File: config.mk
export PLATFORM = sky130hd
export DESIGN_NAME = uart_rx
export DESIGN_NICKNAME = d
export VERILOG_FILES = /design/src/rtl/uart_pkg.sv /design/src/rtl/uart_rx_sync.sv /design/src/rtl/uart_rx.sv
export SDC_FILE = /design/constraint.sdc
export NUM_CORES = 1
export LEC_CHECK = 0
export BUFFER_PORTS_ARGS = -buffer_cell sky130_fd_sc_hd__buf_2
export CORE_MARGIN = 8
export CORE_UTILIZATION = 30
export DETAILED_ROUTE_END_ITERATION = 10
export GPL_ROUTABILITY_DRIVEN = 0
export PLACE_DENSITY = 0.57
export SETUP_SLACK_MARGIN = 0.1
export SYNTH_ARGS = -nofsm -noshare
export SYNTH_HDL_FRONTEND = slang
export SYNTH_SLANG_ARGS = --single-unit
export TNS_END_PERCENT = 30
File: constraint.sdc
create_clock -name sclk -period 2.6 [get_ports sclk]
set_input_delay 0.13 -clock sclk [delete_from_list [all_inputs] [get_ports sclk]]
set_output_delay 0.13 -clock sclk [all_outputs]
set_load 0.005 [all_outputs]
File: src/rtl/uart_pkg.sv
// Shared definitions for the UART receive path: FSM encoding and frame/baud defaults.
// Latency: n/a (package only).
// Backpressure: n/a (package only).
package uart_pkg;

    typedef enum logic [1:0] {
        IDLE  = 2'd0,
        START = 2'd1,
        DATA  = 2'd2,
        STOP  = 2'd3
    } rx_state_t;

    localparam int BIT_END      = 8;
    localparam int BAUD_END_DEF = 5207;

endpackage

File: src/rtl/uart_rx_sync.sv
// Two-flop synchronizer for the serial line plus a history flop for falling-edge detection.
// Latency: line change visible on rx_sync two sclk edges later; rx_fall is combinational from the flops.
// Backpressure: none; free-running sampler.
module uart_rx_sync (
    input  logic sclk,
    input  logic s_rst_n,
    input  logic rx_async,
    output logic rx_sync,
    output logic rx_fall
);

    logic sync1;
    logic sync2;
    logic sync3;

    // Reset to the idle level so release never looks like a start edge.
    always_ff @(posedge sclk or negedge s_rst_n) begin
        if (!s_rst_n) begin
            sync1 <= 1'b1;
            sync2 <= 1'b1;
            sync3 <= 1'b1;
        end else begin
            sync1 <= rx_async;
            sync2 <= sync1;
            sync3 <= sync2;
        end
    end

    assign rx_sync = sync2;
    assign rx_fall = !sync2 && sync3;

endmodule

File: src/rtl/uart_rx.sv
// 8N1 UART receiver writing bytes into a FIFO; optional stop-bit check under UART_RX_FRAME_CHK_EN.
// Latency: write strobe one sclk after the mid-stop-bit sample (about 9.5 bit times after the start edge).
// Backpressure: wfifo_full at the stop sample drops the byte and pulses ovf_err; the line is never stalled.
module uart_rx
    import uart_pkg::*;
#(
    parameter int BAUD_END = BAUD_END_DEF
) (
    input  logic       sclk,
    input  logic       s_rst_n,
    input  logic       rs232_rx,
    input  logic       wfifo_full,
    output logic       wfifo_wr_en,
    output logic [7:0] wfifo_wr_data,
    output logic       rx_busy,
    output logic       ovf_err,
    output logic       frm_err
);

    localparam int         BAUD_M   = BAUD_END / 2 - 1;
    localparam logic [12:0] BAUD_END_C = 13'(BAUD_END);
    localparam logic [12:0] BAUD_M_C   = 13'(BAUD_M);
    localparam logic [3:0]  BIT_LAST   = 4'(BIT_END - 1);

    logic        rx_s;
    logic        rx_fall;
    rx_state_t   state;
    logic [12:0] baud_cnt;
    logic [12:0] baud_nxt;
    logic [3:0]  bit_cnt;
    logic [7:0]  shreg;
    logic        stop_ok;

    uart_rx_sync u_sync (
        .sclk     (sclk),
        .s_rst_n  (s_rst_n),
        .rx_async (rs232_rx),
        .rx_sync  (rx_s),
        .rx_fall  (rx_fall)
    );

    always_comb begin
        baud_nxt = baud_cnt + 13'd1;
        if (baud_cnt == BAUD_END_C) begin
            baud_nxt = 13'd0;
        end
    end

`ifdef UART_RX_FRAME_CHK_EN
    assign stop_ok = rx_s;
`else
    assign stop_ok = 1'b1;
    assign frm_err = 1'b0;
`endif

    always_ff @(posedge sclk or negedge s_rst_n) begin
        if (!s_rst_n) begin
            state         <= IDLE;
            baud_cnt      <= 13'd0;
            bit_cnt       <= 4'd0;
            shreg         <= 8'h00;
            rx_busy       <= 1'b0;
            wfifo_wr_en   <= 1'b0;
            wfifo_wr_data <= 8'h00;
            ovf_err       <= 1'b0;
`ifdef UART_RX_FRAME_CHK_EN
            frm_err       <= 1'b0;
`endif
        end else begin
            wfifo_wr_en <= 1'b0;
            ovf_err     <= 1'b0;
`ifdef UART_RX_FRAME_CHK_EN
            frm_err     <= 1'b0;
`endif
            case (state)
                IDLE: begin
                    baud_cnt <= 13'd0;
                    bit_cnt  <= 4'd0;
                    if (rx_fall) begin
                        state   <= START;
                        rx_busy <= 1'b1;
                    end
                end
                START: begin
                    baud_cnt <= baud_nxt;
                    if (baud_cnt == BAUD_M_C && rx_s) begin
                        // Line back high at mid start bit: glitch, not a frame.
                        state    <= IDLE;
                        rx_busy  <= 1'b0;
                        baud_cnt <= 13'd0;
                    end else if (baud_cnt == BAUD_END_C) begin
                        state   <= DATA;
                        bit_cnt <= 4'd0;
                    end
                end
                DATA: begin
                    baud_cnt <= baud_nxt;
                    if (baud_cnt == BAUD_M_C) begin
                        shreg <= {rx_s, shreg[7:1]};
                    end
                    if (baud_cnt == BAUD_END_C) begin
                        if (bit_cnt == BIT_LAST) begin
                            state   <= STOP;
                            bit_cnt <= 4'd0;
                        end else begin
                            bit_cnt <= bit_cnt + 4'd1;
                        end
                    end
                end
                STOP: begin
                    baud_cnt <= baud_nxt;
                    if (baud_cnt == BAUD_M_C) begin
                        // Idle from mid stop bit so a back-to-back start edge is caught.
                        state    <= IDLE;
                        rx_busy  <= 1'b0;
                        baud_cnt <= 13'd0;
                        if (stop_ok) begin
                            if (wfifo_full) begin
                                ovf_err <= 1'b1;
                            end else begin
                                wfifo_wr_en   <= 1'b1;
                                wfifo_wr_data <= shreg;
                            end
                        end else begin
`ifdef UART_RX_FRAME_CHK_EN
                            frm_err <= 1'b1;
`endif
                        end
                    end
                end
                default: begin
                    state   <= IDLE;
                    rx_busy <= 1'b0;
                end
            endcase
        end
    end

endmodule

==> impl_results.md, run 1 <==
- Startpoint Class: flip-flop
- Nets: 186
- Top cells by area, synth: dfrtp_1 (49%), mux2_4 (6.2%), dfstp_2 (4.1%)
- CP max-delay cell: or3_1
- Most common cell in the netlist: dfrtp_1
- Largest net degree at the start of global routing: 42
- Reg clk slew, reported paths: about 0.080 ns
- Initial Util: 30.7%
- Pwr Total: 1.52 mW
- # diodes: 0
- Area leader, netlist: dfrtp_1
- Worst slew pin tran: approximately 0.9 ns
- Die ar.: just over 9000 sq um
- Routed Antenna Nets: 0
- Worst-case vdd ir drop: ~0.00032 V
- CTS root buf: clkbuf_8
- Share of post-route cells with drive strength above 1: 27.2%
- Fmax: 468 MHz
- Total Routed Length: around 3600 microns
- Clk_lat worst skew: slightly below 0.3 ns
- Distinct cells, synth: 37
- Syn nets: approximately 170
- Die height: between 90 and 100 microns
- Final TNS setup: 0 ns
- Via count: 1,266
- Total GRT Usage: 8.62%
- Commonest cells post-synth: dfrtp_1 (38), nor2_1 (13)
- Die Width: 96.1 microns
- Post-synth ARST share: 100%
- Pwr Density: between 600 and 700 nW/um^2
- Sequential area share after synthesis: approximately 53%
- Final Max Tran Viols: 0
- Clock Skew: 0.0131 ns
- Via/cell ratio: between 4 and 5
- Post-Route Utilization: 35.1%
- Dpl cell area: 2060 sq um
- CTS tree: done
- DR iter-0 viols: 60
- Synth-to-layout area growth: 14.4%
- Worst-path cell chain: inv_1, ha_1, and4bb_2, nand3_2, or3_1, mux2_4
- Avg Cell Area, Syn: approximately 12 sq um
- Max cap viols: 0
- Data required, critical path: 2.77 ns
- RSZ-0062 raised after global routing: no
- Initial antenna violation count: 0
- Core region area: about 6300 sq um
- Slew Limit Headroom: between 40 and 50%
- Number of flops mapped to enable cells by yosys: 0
- Clock tree sinks: approximately 40
- Hold WC Path Type: input pin to flip-flop
- Buffers added on ports: 14
- Final setup viols: 0
- Nature of the critical path endpoint: flip-flop
- Max Root-Sink Buffers: 2
- Critical Path Max Stage Delay: approximately 0.6 ns
- WL/cell: approximately 14 microns
- Status: finished clean
- Mapped Cells: roughly 160
- Main flop type after synthesis: dfrtp_1
- Num ports: 16
- Final hold vios: 0
- Synth Cell Area: between 1500 and 2000 sq um
- Global route overflow: 0
- Detailed placer's ending HPWL: 2620 microns
- Leakage: about 1.0 nW
- Minimum clock period: around 2.1 ns
- Register bit total from synthesis: 41
- Post-synth top area share: 49.4%
- CTS H-tree lvls: 2
- Yosys warns: 0
- Num rows: 29
- Arrival time of the worst setup path: 2.31 ns
- Crit share post-route: 82.1%
- First-pass GRT wire length: between 6000 and 7000 microns
- Critical Path Fanout Max: 9
- Setup bufs post-CTS: 0
- Final worst slack: between 0.4 and 0.5 ns
- Cell area after layout: about 2200 sq um
- Number of global-route vias before repair: 1,276
- Post-Place Worst Slack: around 0.48 ns
- CP Class: flip-flop to flip-flop
- DR DRC count: 0
- DRT Pass-1 Iters: 4
- Num CTS Buffers: 5
## final cells by class
cell class	instances	area [sq um]
inverter	5	18.8
sequential	41	1030
tap	77	96.3
multi-input combinational	108	832
clock inverter	2	37.5
fill	621	4080
timing repair buffer	18	105
clock buffer	6	82.6
## state kept, by name, summed over array words and instances, names as in the netlist, named ones only
register,count
state,1
wfifo_wr_en,1
u_sync.rx_sync,1
rx_busy,1
ovf_err,1
baud_cnt,13
u_sync.sync3,1
shreg,8
bit_cnt,4
wfifo_wr_data,8
u_sync.sync1,1
## metrics by stage
step	instances	hold slack, ns
6_report	257	0.113
2_1_floorplan	161	-0.166
3_3_place_gp	247	0.246
4_1_cts	257	0.100
3_5_place_dp	247	0.244
5_1_grt	257	0.103
## power breakdown
| part | total (mW) | switching (mW) | internal (mW) |
|---|---|---|---|
| clock network | 0.530 | 0.218 | 0.312 |
| logic | 0.193 | 0.0960 | 0.0975 |
| registers | 0.792 | 0.0954 | 0.697 |
| total | 1.52 | 0.409 | 1.11 |
## per-layer routing
layer | share of wire, % | vias to the layer above | GRT usage (%)
met5 | 0 | - | 0
met4 | 1.1 | 0 | 3.84
met3 | 5.2 | 4 | 2.11
met2 | 46 | 24 | 13.6
met1 | 47 | 617 | 10.9
li1 | - | 621 | -
## kinds of logic after synthesis
logic type	share of synthesized area, %
buffers and inverters	3.31
other	0.195
XOR/XNOR	5.00
flip-flops	53.5
AND/OR/NAND/NOR	18.6
multiplexers	10.3
adder cells (fa/ha/maj)	2.47
AO/OA/AOI/OAI	6.56
## worst paths after layout
check / startpoint / end / slack [ns] / depth (start not counted)
max in group asynchronous: s_rst_n / baud_cnt[1] / 1.54 / 2
worst min-delay path: wfifo_full / ovf_err / 0.11 / 3
worst max register to register: baud_cnt[0] / wfifo_wr_data[6] / 0.46 / 6
worst max-delay path: baud_cnt[0] / wfifo_wr_data[6] / 0.46 / 6
min in group asynchronous: s_rst_n / wfifo_wr_data[1] / 0.50 / 2
worst min register to register: u_sync.sync1 / u_sync.rx_sync / 0.37 / 0
## placed cells by master (no fill, tap or decap), types with 4 or more instances in the layout
master	n
dfrtp_1	38
buf_2	14
nor2_1	13
nand3_1	8
nor3_1	8
nand2_1	8
mux2_4	8
mux2_2	7
xnor2_1	6
clkbuf_8	6
inv_1	5
and4bb_2	5
nand4_1	5
xor2_1	5
o21ai_0	4
## what timing repair did
| action | CTS | global route |
|---|---|---|
| endpoints found under the hold margin | 37 | 0 |
| setup endpoints to repair | 0 | 0 |
| gates resized for setup | 0 | 0 |
| hold buffers | 2 | 0 |
## critical path: cells and delay by family, from the launching register on
family	cells	cell delay (ns)
and+or+nand+nor	3	0.99
DFF	1	0.44
adders and majority gates	1	0.14
muxes	1	0.38
buffers and inverters	1	0.08
Power figures use the tool's default switching activity.
==> run 2, diff against run 1 <==
- PLACE_DENSITY: 0.57 -> 0.58
- clock period: 2.6 -> 1.95 ns (I/O delays scaled with it)
==> impl_results.md, run 2 (synthesis results as in run 1) <==
- Most frequent cells in the layout: dfrtp_1 (38), buf_4 (22), buf_2 (14), nor2_1 (13)
- Post-Route Utilization: 37.8%
- Num ports: 16
- Final TNS setup: 0 ns
- Crit share post-route: between 90 and 100%
- Area occupied by multi-input gates: between 800 and 900 sq um
- Via/cell ratio: a little under 5
- Initial antenna violation count: 0
- Dpl cell area: between 2000 and 2500 sq um
- Clock Power Share: approximately a third
- # diodes: 0
- Fillers: 613
- DR iter-0 viols: 88
- Most common cell after layout, fill and taps aside: dfrtp_1
- Initial Util: just over 30%
- Max cap viols: 0
- Worst-case vdd ir drop: around 0.00047 V
- Core region area: 6280 sq um
- Num rows: 29
- Data required, critical path: roughly 2.1 ns
- Clock Skew: around 0.008 ns
- Largest net degree at the start of global routing: 20
- Via count: roughly 1,400
- Minimum clock period: between 1.5 and 2 ns
- Num CTS Buffers: 5
- Max FFs per register: 13
- Status: finished clean
- Pwr Density: 908 nW/um^2
- Final hold vios: 0
- Detailed placer's ending HPWL: between 2000 and 3000 microns
- Synth-to-layout area growth: 23.3%
- Die ar.: approximately 9200 sq um
- Cell area after layout: 2370 sq um
- Arrival time of the worst setup path: 2.04 ns
- Hold WC Path Type: input pin to flip-flop
- Fin Hold WS: 0.0677 ns
- DRT Pass-1 Iters: 4
- Reg clk slew, reported paths: 0.08 ns
- Total GRT Usage: a little under a tenth
- CP Class: flip-flop to flip-flop
- Nets: between 200 and 250
- Leakage: between 1 and 1.5 nW
- Number of global-route vias before repair: roughly 1,300
- Die Width: between 90 and 100 microns
- Part of the power in registers: around 46%
- Fmax: 541 MHz
- Sw frac: 26.9%
- RSZ-0062 raised after global routing: yes
- Global route overflow: 0
- Combinational group share of total power: about a fifth
- Share of post-route cells with drive strength above 1: 36.3%
- P_int: between 1.5 and 2 mW
- FF+latch area: approximately 1000 sq um
- Register with the most flip-flops: baud_cnt
- Nature of the critical path endpoint: flip-flop
- Final Max Tran Viols: 0
- Routed Antenna Nets: 0
- Buffers added on ports: 14
- Die height: 96.1 microns
- First-pass GRT wire length: between 6000 and 7000 microns
- Clk_lat worst skew: 0.30 ns
- Clock tree sinks: 41
- Regs by FF count: baud_cnt: 13 flops, shreg: 8 flops, wfifo_wr_data: 8 flops
- Psw: ~0.58 mW
- Startpoint Class: flip-flop
- CTS root buf: clkbuf_8
- Total Routed Length: ~3900 microns
- Critical Path Fanout Max: 5
- Final setup viols: 0
- Pwr Total: about 2.2 mW
- WL/cell: ~14 microns
- DR DRC count: 0
- CTS H-tree lvls: 2
- CTS tree: done
- Max Root-Sink Buffers: 2
-- run 2: what timing repair did --
item / 4_1_cts / 5_1_grt
hold endpoints to repair: 17 / 0
endpoints found under the setup margin: 8 / 10
gates resized for setup: 1 / 3
gates cloned: 0 / 1
setup buffers: 0 / 2
hold buffers: 2 / 0
pin swaps: 0 / 2
-- run 2: worst paths after layout --
path                               from                to  slack, ns  depth (start not counted)
max in group asynchronous       s_rst_n      u_sync.sync1       1.09                          3
min in group asynchronous       s_rst_n  wfifo_wr_data[0]       0.25                          2
min                          wfifo_full           ovf_err       0.07                          3
max reg2reg                 baud_cnt[0]  wfifo_wr_data[0]       0.10                          6
max                         baud_cnt[0]  wfifo_wr_data[0]       0.10                          6
min reg2reg                u_sync.sync1    u_sync.rx_sync       0.37                          0
-- run 2: worst max-delay path: stages, from the launching register on --
cell	delay [ns]
dfrtp_1	0.38
inv_1	0.06
ha_1	0.14
and4bb_2	0.28
nand3_2	0.10
or3_4	0.47
mux2_4	0.31
-- run 2: layout make-up --
type                    count  share of cell area, %
clock buffers               6                   3.48
clock inverters             2                   1.58
inverters                   5                  0.790
multi-input cells         109                   36.0
flip-flops and latches     41                   43.4
well taps                  77                   4.06
repair buffers             38                   10.7
-- run 2: metal layers --
layer	GRT usage [%]	part of all wire, %
met5	0	0
met1	12.0	47
met3	3.59	6.5
met4	3.84	1.5
met2	13.7	45
-- run 2: per-stage QoR --
stage / std cells / setup WS (ns)
after floorplan: 161 / 0.0874
after global placement: 265 / 0.00476
final: 278 / 0.103
after detailed placement: 265 / -0.0633
after global routing: 278 / 0.0506
after CTS: 275 / 0.0925
-- run 2: power by group through the flow --
| stage | registers [mW] | logic (mW) | clock network, mW |
|---|---|---|---|
| finish | 0.995 | 0.454 | 0.707 |
| CTS | 0.996 | 0.449 | 0.733 |
| floorplan | 1.03 | 0.208 | 0 |
| detailed placement | 1.01 | 0.439 | 0 |
| global route | 1.01 | 0.503 | 0.769 |
| global placement | 1.02 | 0.432 | 0 |
==> run 3, diff against run 2 <==
- CELL_PAD_IN_SITES_DETAIL_PLACEMENT: default -> 0
- CELL_PAD_IN_SITES_GLOBAL_PLACEMENT: default -> 1
- PLACE_DENSITY: 0.58 -> 0.67
==> impl_results.md, run 3 (synthesis results as in run 1) <==
- Register with the most flip-flops: baud_cnt
- Final setup viols: 0
- Combinational group share of total power: 23.1%
- CP Class: flip-flop to flip-flop
- Total Routed Length: 3710 microns
- Clock Skew: ~0.0044 ns
- Regs by FF count: baud_cnt: 13 flops, shreg: 8 flops, wfifo_wr_data: 8 flops
- Share of post-route cells with drive strength above 1: approximately a third
- CTS tree: done
- Synth-to-layout area growth: 21.5%
- Clock Power Share: 28.8%
- Nature of the critical path endpoint: flip-flop
- Most common cell after layout, fill and taps aside: dfrtp_1
- DR DRC count: 0
- Fmax: 554 MHz
- Via/cell ratio: around 4.8
- CTS H-tree lvls: 2
- Largest net degree at the start of global routing: 17
- WL/cell: between 10 and 15 microns
- Die height: roughly 96 microns
- Pwr Density: between 800 and 900 nW/um^2
- Via count: 1,343
- Max Root-Sink Buffers: 2
- Most frequent cells in the layout: dfrtp_1 (38), buf_4 (22), buf_2 (14), nor2_1 (13)
- Psw: between 0.5 and 0.6 mW
- Max FFs per register: 13
- Die ar.: 9240 sq um
- Routed Antenna Nets: 0
- Die Width: slightly below 100 microns
- Global route overflow: 0
- Data required, critical path: about 2.1 ns
- Detailed placer's ending HPWL: 2780 microns
- Arrival time of the worst setup path: ~2.0 ns
- Clk_lat worst skew: ~0.29 ns
- DRT Pass-1 Iters: 4
- Hold WC Path Type: input pin to flip-flop
- Pwr Total: ~2.0 mW
- CTS root buf: clkbuf_8
- Minimum clock period: between 1.5 and 2 ns
- First-pass GRT wire length: between 6000 and 7000 microns
- Final Max Tran Viols: 0
- Num rows: 29
- Status: finished clean
- Total GRT Usage: under 10%
- Final TNS setup: 0 ns
- Critical Path Fanout Max: 9
- Core region area: around 6300 sq um
- Initial antenna violation count: 0
- DR iter-0 viols: 50
- RSZ-0062 raised after global routing: yes
- Clock tree sinks: 41
- Initial Util: a little under a third
- Number of global-route vias before repair: about 1,300
- Part of the power in registers: between 40% and 50%
- Nets: just over 200
- Crit share post-route: roughly 93%
- Num ports: 16
- Sw frac: roughly 29%
- P_int: ~1.5 mW
- Num CTS Buffers: 5
- Dpl cell area: roughly 2200 sq um
- Buffers added on ports: 14
- Final hold vios: 0
- Worst-case vdd ir drop: 0.000449 V
- Leakage: 1.12 nW
- Reg clk slew, reported paths: 0.08 ns
- # diodes: 0
- Cell area after layout: between 2000 and 2500 sq um
- Max cap viols: 0
- Startpoint Class: flip-flop
[run 3: cell count changes in the layout (fill, tap and decap cells not counted), sizes merged]
cell	previous run	this run
buf	36	37
bufinv	1	0
clkinv	0	2
clkinvlp	1	0
or3	2	1
[run 3: power by group through the flow]
stage               clock (mW)  sequential [mW]  combinational [mW]
CTS                      0.609            0.988               0.476
finish                   0.590            0.984               0.474
global placement             0             1.00               0.464
global route             0.653            0.997               0.532
detailed placement           0             1.00               0.467
floorplan                    0             1.03               0.208
[run 3: layer usage]
layer	global-route usage [%]	vias up	part of all wire, %
li1	-	660	-
met1	11.8	656	48
met2	13.3	23	44
met3	2.89	4	6.2
met4	3.71	0	1.2
met5	0	-	0
[run 3: repair_timing]
item,CTS,global route
hold buffers,2,0
setup buffers,1,1
pin swaps,0,1
endpoints found under the hold margin,39,0
endpoints found under the setup margin,8,10
gates resized for setup,0,1
[run 3: metrics by stage]
| stage | cells | hold slack (ns) | setup slack [ns] | utilization [%] |
|---|---|---|---|---|
| 6_report | 278 | 0.0678 | 0.144 | 37.3 |
| 3_5_place_dp | 266 | -0.0250 | 0.0799 | 35.1 |
| 2_1_floorplan | 161 | -0.198 | 0.0874 | - |
| 5_1_grt | 278 | 0.0849 | 0.0764 | 37.3 |
| 3_3_place_gp | 266 | -0.0309 | 0.110 | 35.1 |
| 4_1_cts | 277 | 0.0625 | 0.114 | 37.1 |
[run 3: worst paths after layout]
kind                       cells after the start    startpoint  slack (ns)                to
setup / recovery                               5  baud_cnt[12]        0.14  wfifo_wr_data[0]
hold / removal                                 3    wfifo_full        0.07           ovf_err
setup reg to reg                               5  baud_cnt[12]        0.14  wfifo_wr_data[0]
hold reg to reg                                0  u_sync.sync1        0.36    u_sync.rx_sync
max in group asynchronous                      3       s_rst_n        1.20      u_sync.sync1
min in group asynchronous                      2       s_rst_n        0.19       wfifo_wr_en
[run 3: critical path: stages, from the launching register on]
cell	delay, ns
dfrtp_1	0.41
and4bb_2	0.37
nand3_2	0.09
or3_1	0.36
buf_6	0.16
mux2_4	0.30
[run 3: cell type report]
type / count / area (sq um)
Multi-Input combinational cell: 108 / 832
Clock buffer: 6 / 82.6
Inverter: 5 / 18.8
Sequential cell: 41 / 1030
Tap cell: 77 / 96.3
Timing Repair Buffer: 39 / 267
Fill cell: 624 / 3940
Clock inverter: 2 / 13.8
